**src/rtl/vx_om_req_serializer.sv**
```systemverilog
// Splits a multi-lane OM request into one fragment per active lane, lowest lane first.
// Optional performance counters are enabled with the macro VX_OM_SERIALIZER_PERF_EN.
module vx_om_req_serializer #(
   parameter int NUM_LANES  = 4,
   parameter int UUID_WIDTH = 44,
   parameter int DIM_BITS   = 15,
   parameter int DEPTH_BITS = 24,
   localparam int LANE_BITS = (NUM_LANES > 1) ? $clog2(NUM_LANES) : 1
) (
   input  logic                             clk,
   input  logic                             reset,

   input  logic                             req_valid,
   output logic                             req_ready,
   input  logic [UUID_WIDTH-1:0]            req_uuid,
   input  logic [NUM_LANES-1:0]             req_mask,
   input  logic [NUM_LANES*DIM_BITS-1:0]    req_pos_x,
   input  logic [NUM_LANES*DIM_BITS-1:0]    req_pos_y,
   input  logic [NUM_LANES*32-1:0]          req_color,
   input  logic [NUM_LANES*DEPTH_BITS-1:0]  req_depth,
   input  logic [NUM_LANES-1:0]             req_face,

   output logic                             frag_valid,
   input  logic                             frag_ready,
   output logic [UUID_WIDTH-1:0]            frag_uuid,
   output logic [LANE_BITS-1:0]             frag_lane,
   output logic [DIM_BITS-1:0]              frag_pos_x,
   output logic [DIM_BITS-1:0]              frag_pos_y,
   output logic [31:0]                      frag_color,
   output logic [DEPTH_BITS-1:0]            frag_depth,
   output logic                             frag_face,
   output logic                             frag_last
`ifdef VX_OM_SERIALIZER_PERF_EN
   ,
   output logic [31:0]                      perf_frags,
   output logic [31:0]                      perf_stalls
`endif
);

   typedef enum logic {IDLE, BUSY} state_t;

   state_t                            state;
   logic [NUM_LANES-1:0]              pending;
   logic [UUID_WIDTH-1:0]             uuid_r;
   logic [NUM_LANES*DIM_BITS-1:0]     pos_x_r;
   logic [NUM_LANES*DIM_BITS-1:0]     pos_y_r;
   logic [NUM_LANES*32-1:0]           color_r;
   logic [NUM_LANES*DEPTH_BITS-1:0]   depth_r;
   logic [NUM_LANES-1:0]              face_r;

   logic [DIM_BITS-1:0]               lane_x     [NUM_LANES];
   logic [DIM_BITS-1:0]               lane_y     [NUM_LANES];
   logic [31:0]                       lane_color [NUM_LANES];
   logic [DEPTH_BITS-1:0]             lane_depth [NUM_LANES];

   logic                              accept;
   logic                              frag_fire;
   logic [LANE_BITS-1:0]              lane_sel;

   for (genvar i = 0; i < NUM_LANES; i++) begin : g_lane
      assign lane_x[i]     = pos_x_r[i*DIM_BITS +: DIM_BITS];
      assign lane_y[i]     = pos_y_r[i*DIM_BITS +: DIM_BITS];
      assign lane_color[i] = color_r[i*32 +: 32];
      assign lane_depth[i] = depth_r[i*DEPTH_BITS +: DEPTH_BITS];
   end

   // Priority pick of the lowest pending lane; scanning downward lets the lowest hit win.
   always_comb begin
      lane_sel = '0;
      for (int i = NUM_LANES - 1; i >= 0; i--) begin
         if (pending[i]) lane_sel = LANE_BITS'(i);
      end
   end

   assign frag_valid = (state == BUSY);
   assign frag_lane  = lane_sel;
   assign frag_last  = (pending != '0) && ((pending & (pending - NUM_LANES'(1))) == '0);
   assign frag_fire  = frag_valid && frag_ready;
   assign req_ready  = (state == IDLE) || (frag_fire && frag_last);
   assign accept     = req_valid && req_ready;

   assign frag_uuid  = uuid_r;
   assign frag_pos_x = lane_x[lane_sel];
   assign frag_pos_y = lane_y[lane_sel];
   assign frag_color = lane_color[lane_sel];
   assign frag_depth = lane_depth[lane_sel];
   assign frag_face  = face_r[lane_sel];

   // Acceptance takes priority: it only happens while idle or on the final handshake,
   // so the old request is finished whenever a new one overwrites it.
   always_ff @(posedge clk) begin
      if (reset) begin
         state   <= IDLE;
         pending <= '0;
         uuid_r  <= '0;
         pos_x_r <= '0;
         pos_y_r <= '0;
         color_r <= '0;
         depth_r <= '0;
         face_r  <= '0;
      end else if (accept) begin
         state   <= (req_mask != '0) ? BUSY : IDLE;
         pending <= req_mask;
         uuid_r  <= req_uuid;
         pos_x_r <= req_pos_x;
         pos_y_r <= req_pos_y;
         color_r <= req_color;
         depth_r <= req_depth;
         face_r  <= req_face;
      end else if (frag_fire) begin
         pending <= pending & (pending - NUM_LANES'(1));
         if (frag_last) state <= IDLE;
      end
   end

`ifdef VX_OM_SERIALIZER_PERF_EN
   always_ff @(posedge clk) begin
      if (reset) begin
         perf_frags  <= '0;
         perf_stalls <= '0;
      end else begin
         if (frag_fire) perf_frags <= perf_frags + 32'd1;
         if (frag_valid && !frag_ready) perf_stalls <= perf_stalls + 32'd1;
      end
   end
`endif

endmodule

```
**config.mk**
```make
export PLATFORM = sky130hd
export DESIGN_NAME = vx_om_req_serializer
export DESIGN_NICKNAME = d
export VERILOG_FILES = /design/src/rtl/vx_om_req_serializer.sv
export SDC_FILE = /design/constraint.sdc
export NUM_CORES = 1
export LEC_CHECK = 0
export ABC_AREA = 1
export BUFFER_PORTS_ARGS = -buffer_cell sky130_fd_sc_hd__buf_2
export CORE_AREA = 2 2 211 213
export CTS_CLUSTER_DIAMETER = 40
export DETAILED_ROUTE_END_ITERATION = 10
export DIE_AREA = 0 0 213 215
export PLACE_DENSITY = 0.64
export SLEW_MARGIN = 20
export SYNTH_ARGS = -nofsm -noshare
export SYNTH_HDL_FRONTEND = slang
export SYNTH_SLANG_ARGS = --single-unit
```
**constraint.sdc**
```tcl
create_clock -name clk -period 2.17 [get_ports clk]
set_input_delay 0 -clock clk [delete_from_list [all_inputs] [get_ports clk]]
set_output_delay 0 -clock clk [all_outputs]
set_load 0.01 [all_outputs]
```
==> metrics.md <==
| Metric | Value |
|---|---|
| Status | finished, violations left |
| Failing checks | negative setup slack |
| Number of synthesized flops with an enable pin | 0 |
| Final Instance Area | 28100 um2 |
| WP data required | 2170 ps |
| Synthesized flop and latch total | 397 |
| Total area of sequential cells | 7950 um2 |
| Critical Path Fanout Max | 11 |
| GRT Total Usage | 30.4% |
| Synth unique cells | 22 |
| First-iteration detailed-routing DRC count | 2265 |
| DR vias | 20896 |
| Initial antenna violation count | 9 |
| Filler instances | 3302 |
| CTS tree | yes |
| Hpwl dp | 38800 um |
| Final worst slack | -172 ps |
| TritonCTS buffer count | 59 |
| Clock-pin slew on the worst setup and hold paths | 60 ps |
| CP max stage delay | 340 ps |
| Die width | 213 um |
| Period utilisation layout | 108% |
| Routed wire length | 78000 um |
| Longest Clk Path Bufs | 3 |
| Slowest CP cell | dfxtp_2 |
| MaxCap Viol Count | 0 |
| CTS root buf | clkbuf_16 |
| Synthesized cell area | 16200 um2 |
| Setup CP Type | register to output port |
| Kind of launch point of the worst setup path | register |
| DR vias/cell | 5.41 |
| Num rows | 77 |
| Slew margin rel. | 66.6% |
| GP Congestion | 0.901 |
| Area post-placement | 19400 um2 |
| Synth warnings | 0 |
| Cells taking the most area after synthesis | dfxtp_1 (49%), nor2_1 (22%), o21ai_0 (18%) |
| Final setup viols | 99 |
| Pwr Density | 926 nW/um2 |
| H-tree levels | 2 |
| Syn nets | 2646 |
| Hold WS | 175 ps |
| Synth Area per Inst | 7.23 um2 |
| Top-Level Pins | 536 |
| Share of layout cells above drive strength 1 | 28.2% |
| Cell-by-cell listing of the critical path | inv_2, a21o_4, nand2_8, buf_12, clkinv_16, buf_12, buf_16, nor2_2, o22ai_1, buf_2 |
| Synth Instances | 2246 |
| Top_reg_cell synth | dfxtp_1 |
| Type of the tightest min-delay check | primary input to register |
| Worst ir drop on vdd | 0.658 mV |
| Multi-input logic area | 7840 um2 |
| Most common cell on crit path | buf_12 |
| Drt wl/cell | 20.2 um |
| Fmax | 427 MHz |
| Static leakage | 12.5 nW |
| Ys async rst share | 0% |
| Core Footprint | 43600 um2 |
| Number of global-route vias before repair | 20818 |
| Leading area contributor after synthesis | dfxtp_1 |
| Initial Utilization | 37.2% |
| Clock sinks | 397 |
| CP arrival | 2340 ps |
| Post-route ant nets | 0 |
| Net count, final | 3615 |
| First-pass GRT wire length | 110000 um |
| Core Util, Final | 64.3% |
| Post-route minimum period | 2340 ps |
| PortBufs | 535 |
| Final Hold Viols | 0 |
| Area delta synth->final | 73.0% |
| Post-synthesis sequential area ratio | 49.0% |
| Largest net degree at the start of global routing | 92 |
| Crit end category | output port |
| Detailed Routing Iterations Pass 1 | 6 |
| DRC viols | 0 |
| Max Slew Vio Count | 0 |
| Die Y | 215 um |
| Worst clock skew | 20.2 ps |
| Clock Latency Late Sink | 610 ps |
| Total power | 0.0260 W |
| RSZ-0062 raised after global routing | true |
| Yosys top cell area share | 49.0% |
| Worst-Margin Slew | 501 ps |
| Die area | 45800 um2 |
| Overflow after GRT | 0 |
[synthesized netlist by cell type, types with 4 or more instances]
cell type  number
a21oi_1         5
inv_1          13
clkbuf_2       36
nand2_1        14
o22ai_1        87
nor2_1        963
nand3_1         4
dfxtp_1       397
buf_2           5
buf_6          40
buf_4           4
o21ai_0       569
clkbuf_1      100
[sequential cells by signal (all words and copies together) (netlist names)]
name / cells
frag_uuid: 44
frag_valid: 1
face_r: 4
color_r: 128
pending: 4
depth_r: 96
pos_x_r: 60
pos_y_r: 60
[per-stage QoR]
stage / setup TNS [ps] / std cells / worst slack, ps
after CTS: -7080 / 3825 / -112
final: -5690 / 3865 / -172
after floorplan: 0 / 2246 / 594
after global routing: -16340 / 3863 / -271
after detailed placement: 0 / 3243 / 83.9
after global placement: 0 / 3243 / 105
[cells by family (layout without fill, tap and decap cells)]
group,Yosys count,count (layout),synth area share [%]
simple gates,986,989,23.0
buf+inv,200,1215,6.90
compound gates,663,663,21.2
flops,397,397,49.0
other cells,0,9,0
[area by class of cell]
cell class / count / share of cell area (%)
timing repair buffer: 1087 / 32.7
sequential: 397 / 28.3
multi-input combinational: 1652 / 27.9
clock buffer: 70 / 5.74
tap: 592 / 2.64
clock inverter: 40 / 1.95
inverter: 15 / 0.473
timing repair inverter: 3 / 0.103
antenna: 9 / 0.0802
[placed cells by master (no fill, tap or decap), drive strengths merged]
cell type / netlist / layout
nand3: 4 / 4
clkinv: 1 / 16
a21o: 1 / 1
o22ai: 87 / 87
dlygate4sd3: 0 / 421
clkinvlp: 0 / 9
nor2: 964 / 964
clkbuf: 136 / 80
o41ai: 1 / 1
inv: 14 / 22
diode: 0 / 9
a21oi: 5 / 5
nand4: 1 / 1
bufinv: 0 / 11
o21ai: 569 / 569
nand2: 16 / 19
nor3: 1 / 1
dfxtp: 397 / 397
buf: 49 / 654
bufbuf: 0 / 2
[layer usage]
layer / wire length (um) / vias up / track usage, %
li1: - / 9389 / -
met1: 28700 / 9723 / 34.4
met2: 36700 / 1362 / 51.4
met3: 7210 / 420 / 7.95
met4: 5430 / 2 / 17.2
met5: 13 / - / 0
[worst max-delay path, delay by kind of cell, from the launching register on]
family,cells,cell delay [ps]
AOI/OAI and AO/OA,2,390
buffers and inverters,6,740
and+or+nand+nor,2,260
DFF,1,340
[power breakdown]
part | internal, W | switching (W) | total, W
combinational | 0.00330 | 0.00390 | 0.00720
clock | 0.00664 | 0.00373 | 0.0104
sequential | 0.00799 | 0.000434 | 0.00843
total | 0.0179 | 0.00806 | 0.0260
[worst paths after layout]
check / start / to / slack (ps) / depth (start not counted)
worst max-delay path: pending[2]$_SDFFE_PP0P_ / frag_color[8] / -170 / 10
worst min-delay path: req_uuid[39] / frag_uuid[39]$_SDFFE_PP0P_ / 170 / 4
worst max register to register: pending[0]$_SDFFE_PP0P_ / frag_uuid[5]$_SDFFE_PP0P_ / -80 / 10
worst min register to register: depth_r[64]$_SDFFE_PP0P_ / depth_r[64]$_SDFFE_PP0P_ / 480 / 2
[what timing repair did]
action / in CTS / in global routing
setup endpoints to repair: 87 / 384
cloned: 24 / 15
pin swaps: 30 / 51
hold endpoints to repair: 397 / 0
gates resized for setup: 157 / 299
buffers inserted: 24 / 22
hold buffers: 424 / 0
(Power assumes the default switching activity.)
